File: src/rtl/fc_wmem_arbiter.sv
// fc_wmem_arbiter
//   Shares the single-port FC weight SRAM between the FC engine (read-only)
//   and the NICE weight loader (read/write). From i_fc_start until i_fc_done
//   the FC engine owns the SRAM. Outside an inference, FC has priority over
//   the loader, except that a loader starved for STARVE_LIM cycles is given
//   the next slot.
//
//   Ports
//     i_clk, i_rst_n         clock, asynchronous active-low reset
//     i_fc_start, i_fc_done  inference begin / end pulses
//     i_fc_rd_en/_addr       FC read request
//     o_fc_rd_valid/_data    FC read return (one cycle after grant)
//     i_ld_req/_we/_addr/_wdata  loader request, held until o_ld_gnt
//     o_ld_gnt               loader accepted this cycle (combinational)
//     o_ld_rvalid/_rdata     loader read return (one cycle after grant)
//     o_fc_locked            high while an inference holds the SRAM
//     o_mem_cs/_we/_addr/_wdata, i_mem_rdata  SRAM macro interface
//     o_ld_stall_cnt         loader stall-cycle count
//
//   Build option: define FC_WMEM_STAT_EN to enable the stall counter;
//   otherwise o_ld_stall_cnt is tied to zero.
module fc_wmem_arbiter #(
   parameter int unsigned AW         = 16,
   parameter int unsigned DW         = 64,
   parameter int unsigned STARVE_LIM = 8
) (
   input  logic          i_clk,
   input  logic          i_rst_n,
   input  logic          i_fc_start,
   input  logic          i_fc_done,
   input  logic          i_fc_rd_en,
   input  logic [AW-1:0] i_fc_rd_addr,
   output logic          o_fc_rd_valid,
   output logic [DW-1:0] o_fc_rd_data,
   input  logic          i_ld_req,
   input  logic          i_ld_we,
   input  logic [AW-1:0] i_ld_addr,
   input  logic [DW-1:0] i_ld_wdata,
   output logic          o_ld_gnt,
   output logic          o_ld_rvalid,
   output logic [DW-1:0] o_ld_rdata,
   output logic          o_fc_locked,
   output logic          o_mem_cs,
   output logic          o_mem_we,
   output logic [AW-1:0] o_mem_addr,
   output logic [DW-1:0] o_mem_wdata,
   input  logic [DW-1:0] i_mem_rdata,
   output logic [15:0]   o_ld_stall_cnt
);

   localparam int unsigned SW = $clog2(STARVE_LIM + 1);
   localparam logic [SW-1:0] LIM = SW'(STARVE_LIM);

   typedef enum logic {IDLE, FC_RUN} state_t;

   state_t        state;
   logic [SW-1:0] starve_cnt;
   logic          fc_gnt;
   logic          ld_gnt;
   logic [AW-1:0] addr_q;
   logic [DW-1:0] wdata_q;

   // Grants are gated by i_rst_n so the SRAM is deselected as soon as
   // reset asserts, not only after the state has fallen back to IDLE.
   always_comb begin
      fc_gnt      = i_rst_n && i_fc_rd_en && ((state == FC_RUN) || (starve_cnt < LIM));
      ld_gnt      = i_rst_n && i_ld_req && (state == IDLE) && !fc_gnt;
      o_ld_gnt    = ld_gnt;
      o_mem_cs    = fc_gnt || ld_gnt;
      o_mem_we    = ld_gnt && i_ld_we;
      o_mem_addr  = addr_q;
      o_mem_wdata = wdata_q;
      if (fc_gnt) begin
         o_mem_addr = i_fc_rd_addr;
      end else if (ld_gnt) begin
         o_mem_addr  = i_ld_addr;
         o_mem_wdata = i_ld_wdata;
      end
   end

   assign o_fc_rd_data = i_mem_rdata;
   assign o_ld_rdata   = i_mem_rdata;

   always_ff @(posedge i_clk or negedge i_rst_n) begin
      if (!i_rst_n) begin
         state         <= IDLE;
         o_fc_locked   <= 1'b0;
         starve_cnt    <= '0;
         o_fc_rd_valid <= 1'b0;
         o_ld_rvalid   <= 1'b0;
         addr_q        <= '0;
         wdata_q       <= '0;
      end else begin
         case (state)
            IDLE: if (i_fc_start) begin
               state       <= FC_RUN;
               o_fc_locked <= 1'b1;
            end
            FC_RUN: if (i_fc_done) begin
               state       <= IDLE;
               o_fc_locked <= 1'b0;
            end
            default: begin
               state       <= IDLE;
               o_fc_locked <= 1'b0;
            end
         endcase

         if (state == FC_RUN || ld_gnt)
            starve_cnt <= '0;
         else if (i_ld_req && starve_cnt != LIM)
            starve_cnt <= starve_cnt + 1'b1;

         o_fc_rd_valid <= fc_gnt;
         o_ld_rvalid   <= ld_gnt && !i_ld_we;

         if (o_mem_cs) addr_q  <= o_mem_addr;
         if (ld_gnt)   wdata_q <= i_ld_wdata;
      end
   end

`ifdef FC_WMEM_STAT_EN
   logic [15:0] stall_cnt;

   always_ff @(posedge i_clk or negedge i_rst_n) begin
      if (!i_rst_n)
         stall_cnt <= '0;
      else if (i_fc_start)
         stall_cnt <= '0;
      else if (i_ld_req && !ld_gnt && stall_cnt != '1)
         stall_cnt <= stall_cnt + 16'd1;
   end

   assign o_ld_stall_cnt = stall_cnt;
`else
   assign o_ld_stall_cnt = '0;
`endif

endmodule
File: config.mk
export PLATFORM = sky130hd
export DESIGN_NAME = fc_wmem_arbiter
export DESIGN_NICKNAME = d
export VERILOG_FILES = /design/src/rtl/fc_wmem_arbiter.sv
export SDC_FILE = /design/constraint.sdc
export NUM_CORES = 1
export LEC_CHECK = 0
export CORE_AREA = 3 3 153 155
export DETAILED_ROUTE_END_ITERATION = 8
export DIE_AREA = 0 0 156 158
export HOLD_SLACK_MARGIN = 0.15
export SLEW_MARGIN = 20
export SYNTH_ARGS = -nofsm -noshare
export SYNTH_HDL_FRONTEND = slang
export SYNTH_SLANG_ARGS = --single-unit
File: constraint.sdc
create_clock -name i_clk -period 2.09 [get_ports i_clk]
set_clock_uncertainty 0.2 [all_clocks]
set_input_delay 0.209 -clock i_clk [delete_from_list [all_inputs] [get_ports i_clk]]
set_output_delay 0.209 -clock i_clk [all_outputs]
set_load 0.02 [all_outputs]
==> metrics.yaml, run 1 <==
finalSetupViolations: 100
start_util: 0.276
routabilityCongestion: 0.790
grt_use_met1: 0.146
cts_made_buffers: 9
antenna_found_initial: 0
dp_hpwl_um: 11700
die_x_um: 156
portBuffers: 188
drc: 0
grt_pass1_wl_um: 23900
finalCritPeriodShare: 1.23
cts.path.max_buffers: 2
antenna_left: 0
grtUsageMet3: 0.0364
fmax_mhz: 388
synth_top_flop_cell: "dfrtp_1"
rsz0062_at_grt: "true"
dieArea_um2: 24600
routed_wl_um: 16200
vias: 3920
p_leak_nw: 3.95
startpoint: "i_ld_req"
layout-drive-gt1-share: 0.494
startpoint_type: "input port"
critical_path_class: "in2out"
clkLatencyLatePin_ps: 340
timing.rr.start: "state$_DFF_PN0_"
critPathRequiredTime_ps: 1680
slew_violations: 0
violations: "negative setup slack"
power_mw: 7.34
cts_tree: "done"
area_delta_synth_final_pct: 33.6
crit_path_end_kind: "primary output"
synth-seq-cells: 88
synth_top_area_share: 0.363
netlist_top_cells_area: "dfrtp_1 (36%), mux2_4 (25%), buf_4 (18%)"
cts_sinks: 88
yosysWarnings: 0
final_area_um2: 8100
peakVddDrop_uv: 417
track_usage: 0.124
grt_overflow: 0
grt_max_degree: 67
hold_ws_ps: 212
drtIter0Drc: 166
die-height_um: 158
routedWlPerCell_um: 18.4
layout_min_cycle_time_ps: 2580
nNetsFinal: 763
dpl.cell_count: 825
hold_class: "in2async"
synth-edff-count: 0
io_pins: 397
final_cells: 880
grt_pass1_vias: 4111
synth_cell_types: 31
cp_max_fo: 6
rows: 54
status: "finished with violations"
busiest_layer: "met2"
arrival_ps: 2170
avgSynthCellArea_um2: 12.8
max_cap_viol_count: 0
path_clk_slew_ps: 60
async_reset_ff_frac: 1.00
relSlewSlack: 0.412
power.density_nw_per_um2: 906
synthesis.instances: 472
via_per_inst: 4.45
cts-root-buf: "clkbuf_16"
coreArea_um2: 22000
met2_usage: 0.200
fin_ws_ps: -489
synth_area_um2: 6060
hold_violations: 0
worstMarginPinSlew_ps: 882
ys_seq_area_frac: 0.363
placed_cell_area_um2: 7290
synth_top_cell_by_area: "dfrtp_1"
h-tree-depth: 3
drt_first_pass_iters: 4
path summary, 6_finish.rpt:
path,endpoint,slack (ps),depth (start not counted)
hold reg to reg,wdata_q[41]$_DFF_PN0_,310,1
hold / removal,wdata_q[25]$_DFF_PN0_,210,3
setup / recovery,o_mem_wdata[18],-490,8
max in group asynchronous,o_fc_rd_valid$_DFF_PN0_,350,4
setup reg to reg,wdata_q[10]$_DFF_PN0_,-50,6
min in group i_clk,o_fc_rd_data[27],220,0
where the power goes:
part	leakage (nW)	internal (mW)	switching [mW]	total (mW)
sequential	1.07	2.15	0.253	2.40
combinational	2.73	1.89	1.34	3.23
clock	0.148	0.999	0.707	1.71
total	3.95	5.04	2.30	7.34
through the flow:
step	TNS, ps	utilization	setup slack, ps
after global routing	-36780	0.369	-545
after detailed placement	-65580	0.332	-748
after floorplan	0	-	128
final	-30660	0.369	-489
after CTS	-40010	0.354	-554
after global placement	-60870	0.332	-708
registers in the layout (all words and copies together) (netlist names):
signal         flops
o_fc_rd_valid      1
o_ld_rvalid        1
addr_q            16
wdata_q           64
o_fc_locked        1
state              1
starve_cnt         4
layout make-up:
cell class | count | area, um^2
multi-input combinational | 224 | 2530
tap | 280 | 350
timing repair buffer | 264 | 2670
clock inverter | 5 | 62.6
clock buffer | 11 | 253
fill | 2128 | 13900
inverter | 7 | 28.8
antenna | 1 | 2.50
sequential | 88 | 2200
placed cells by master (no fill, tap or decap), types with 2 or more instances in the layout:
cell             synthesis  final
inv_1                    6      6
a221o_1                 32     32
nor3b_1                 16     16
clkbuf_16                0     11
conb_1                   1     16
buf_12                  11      7
mux2_2                  27     25
dlygate4sd3_1            0      3
nor2_1                   4      4
clkinvlp_4               0      2
mux2_4                 101    103
buf_4                  144     46
o21ai_0                  2      2
ha_1                     2      2
a21oi_1                  5      5
dfrtp_1                 88     88
clkbuf_8                 0      2
clkdlybuf4s50_1          0    104
buf_8                    0      6
clkbuf_2                 0     18
buf_16                   0      4
nand3_1                  2      2
nand2_1                  5      5
dlygate4sd2_1            0      8
buf_2                    6      9
buf_6                    3     54
critical path, cell delays in order:
cell and delay, ps:
clkdlybuf4s50_1 500, nand2_1 80, or3_4 510, buf_12 190, buf_12 120, buf_16 130
mux2_4 300, buf_6 130
routing by layer:
metal  up-vias  wire (um)
met5         -          0
met4         0        876
met3        86       1180
met2       182       7800
met1      1905       6310
li1       1747          -
repair_timing:
item	4_1_cts	5_1_grt
setup endpoints to repair	83	94
hold buffers	3	0
hold endpoints to repair	79	0
gates cloned	3	2
setup buffers	10	21
resized for setup	237	155
pin swaps	3	5
cell usage after synthesis, types with 3 or more instances:
| cell | number |
|---|---|
| a221o_1 | 32 |
| clkbuf_1 | 3 |
| buf_2 | 6 |
| inv_1 | 6 |
| nand2_1 | 5 |
| dfrtp_1 | 88 |
| buf_6 | 3 |
| a21oi_1 | 5 |
| mux2_2 | 27 |
| buf_12 | 11 |
| nor3b_1 | 16 |
| mux2_4 | 101 |
| nor2_1 | 4 |
| buf_4 | 144 |
cell families (layout without fill, tap and decap cells):
kind of cell             Yosys count  after routing  share of synthesized area
multiplexers                     128            128                      0.300
AO/OA/AOI/OAI                     43             43                     0.0640
adder cells (fa/ha/maj)            2              2                    0.00413
buffers and inverters            175            287                      0.232
AND/OR/NAND/NOR                   35             35                     0.0359
other                              1             17                   0.000618
flip-flops                        88             88                      0.363
(Power assumes the default switching activity.)
==> run 2: changes to the inputs <==
--- a/config.mk
+++ b/config.mk
@@ -9,6 +9,7 @@
 export DETAILED_ROUTE_END_ITERATION = 8
 export DIE_AREA = 0 0 156 158
 export HOLD_SLACK_MARGIN = 0.15
+export MAX_ROUTING_LAYER = met4
 export SLEW_MARGIN = 20
 export SYNTH_ARGS = -nofsm -noshare
 export SYNTH_HDL_FRONTEND = slang
==> run 2 against run 1 <==
Against the previous run:
- the run still ends with negative setup slack left
- utilization is essentially flat
- largest cell class unchanged
- final cell count shrank 0.11%
- routed wire length is essentially flat
==> metrics.yaml, run 2 (synthesized netlist as in run 1, its figures left out) <==
status: "finished with violations"
violations: "negative setup slack"
final_util: 0.369  # about the same
drc: 0  # unchanged
cts-root-buf: "clkbuf_16"
power_mw: 7.34  # about the same
slew_violations: 0  # unchanged
layout-drive-gt1-share: 0.494  # unchanged
fin_ws_ps: -484  # +4.52 ps
cp_common_cell: "buf_12"
die-height_um: 158  # unchanged
portBuffers: 188  # unchanged
relSlewSlack: 0.409  # -0.00359
rows: 54  # unchanged
p_sw_frac: 0.313  # about the same
antenna-diode-count: 0  # -1
top_register: "wdata_q"
finalSetupTns_ps: -30230  # +427 ps
grt_pass1_wl_um: 23900  # +0.11%
crit_family: "buffers and inverters"
path_clk_slew_ps: 70  # about the same
switchingPower_mw: 2.30  # about the same
vias: 3924  # +0.10%
antenna_found_initial: 0  # unchanged
mostFrequentLayoutCells: "clkdlybuf4s50_1 (104), mux2_4 (103), dfrtp_1 (88), buf_6 (54), buf_4 (46)"
dieArea_um2: 24600  # unchanged
peakVddDrop_uv: 417  # about the same
nFillCells: 2129  # +0.047%
hold_violations: 0  # unchanged
p_leak_nw: 3.95  # about the same
track_usage: 0.128  # +0.00383
die_x_um: 156  # unchanged
internal_power_mw: 5.04  # about the same
critical-path-max-stage-delay_ps: 530  # +20 ps
p_clk_frac: 0.232  # about the same
crit_path_end_kind: "primary output"
area_delta_synth_final_pct: 33.5  # about the same
fmax_mhz: 388  # +0.18%
crit_buf_inv: 4  # -1
start_util: 0.276  # unchanged
largest_reg_flops: 64  # unchanged
critical_path.slowest_cell: "or3_4"
finalCritPeriodShare: 1.23  # -0.00216
nNetsFinal: 763  # unchanged
routedWlPerCell_um: 18.4  # about the same
max_cap_viol_count: 0  # unchanged
drtIter0Drc: 131  # -21%
worstMarginPinSlew_ps: 887  # +5.38 ps
grt_overflow: 0  # unchanged
drt_first_pass_iters: 4  # unchanged
rsz0062_at_grt: "true"
h-tree-depth: 3  # unchanged
cts_sinks: 88  # unchanged
reg.largest.list: "wdata_q: 64 flops, addr_q: 16 flops, starve_cnt: 4 flops"
layout_min_cycle_time_ps: 2570  # -4.52 ps
power.density_nw_per_um2: 907  # about the same
crit_chain: "or3_4 > buf_12 > buf_12 > buf_16 > mux2_4 > buf_6"
critPathRequiredTime_ps: 1680  # about the same
cts_tree: "done"
via_per_inst: 4.46  # +0.22%
clkLatencyLatePin_ps: 340  # about the same
mostFrequentLayoutCell: "clkdlybuf4s50_1"
coreArea_um2: 22000  # unchanged
grt_pass1_vias: 4101  # -0.24%
cts_made_buffers: 9  # unchanged
dp_hpwl_um: 11700  # unchanged
routed_wl_um: 16200  # about the same
comb_power_share: 0.440  # about the same
io_pins: 397  # unchanged
arrival_ps: 2170  # about the same
cts.path.max_buffers: 2  # unchanged
grt_max_degree: 67  # unchanged
critical_path_class: "reg2out"
startpoint_type: "flip-flop"
hold_ws_ps: 207  # -4.90 ps
seqPwrFrac: 0.327  # about the same
routabilityCongestion: 0.801  # +1.4%
cp_max_fo: 6  # unchanged
finalSetupViolations: 98  # -2.0%
hold_class: "in2async"
antenna_left: 0  # unchanged
run 2: changes by cell type in the layout (fill, tap and decap cells not counted), sizes merged:
cell	previous run	this run
diode	1	0
run 2: final timing paths:
kind,slack (ps),from,endpoint,cells past startpoint
setup reg to reg,-50,state$_DFF_PN0_,wdata_q[10]$_DFF_PN0_,6
max in group asynchronous,340,i_rst_n,o_fc_rd_valid$_DFF_PN0_,4
min in group i_clk,220,i_mem_rdata[27],o_fc_rd_data[27],0
setup / recovery,-480,state$_DFF_PN0_,o_mem_wdata[18],6
hold / removal,210,i_rst_n,wdata_q[25]$_DFF_PN0_,3
hold reg to reg,310,wdata_q[41]$_DFF_PN0_,wdata_q[41]$_DFF_PN0_,1
run 2: layout make-up:
type,instances,area (um^2),share of cell area
repair buffers,264,2670,0.330
multi-input cells,224,2530,0.312
flip-flops and latches,88,2200,0.272
well taps,280,350,0.0433
clock buffers,11,253,0.0312
clock inverters,5,62.6,0.00773
inverters,7,28.8,0.00355
run 2: worst reg2reg max path: stages, from the launching register on:
cell and delay [ps]:
dfrtp_1 410, or3_4 540, buf_12 190, buf_8 140, buf_8 140, buf_6 120, mux2_4 290
run 2: stage by stage:
step,setup WS [ps],instance area [um^2],cells
after floorplan,128,6120,487
after global routing,-545,8100,879
final,-484,8100,879
after global placement,-708,7290,825
after detailed placement,-748,7290,825
after CTS,-554,7780,857
run 2: repair_timing:
item                                   in CTS  in global routing
pin swaps                                   3                  5
resized for setup                         237                155
endpoints found under the hold margin      79                  0
gates cloned                                3                  2
setup endpoints to repair                  83                 94
buffers inserted                           10                 21
hold buffers                                3                  0
run 2: power groups by stage:
stage | clock network [mW] | registers, mW | logic, mW
floorplan | 0 | 2.36 | 2.32
global placement | 0 | 2.40 | 3.21
detailed placement | 0 | 2.42 | 3.25
CTS | 1.79 | 2.40 | 3.08
global route | 1.85 | 2.46 | 3.41
finish | 1.71 | 2.40 | 3.23
run 2: layer usage:
metal  GRT usage  up-vias  part of all wire  routed length, um
met4      0.0740        0             0.054                877
met3      0.0366       87             0.072               1170
li1            -     1747                 -                  -
met5           -        -                 0                  0
met1       0.146     1911              0.39               6350
met2       0.200      179              0.48               7760
==> run 3: changes to the inputs <==
--- a/config.mk
+++ b/config.mk
@@ -6,6 +6,7 @@
 export NUM_CORES = 1
 export LEC_CHECK = 0
 export CORE_AREA = 3 3 153 155
+export CTS_CLUSTER_DIAMETER = 200
 export DETAILED_ROUTE_END_ITERATION = 8
 export DIE_AREA = 0 0 156 158
 export HOLD_SLACK_MARGIN = 0.15
==> results of run 3 <==
No change in the layout: final DEF, timing and power equal those of run 2.
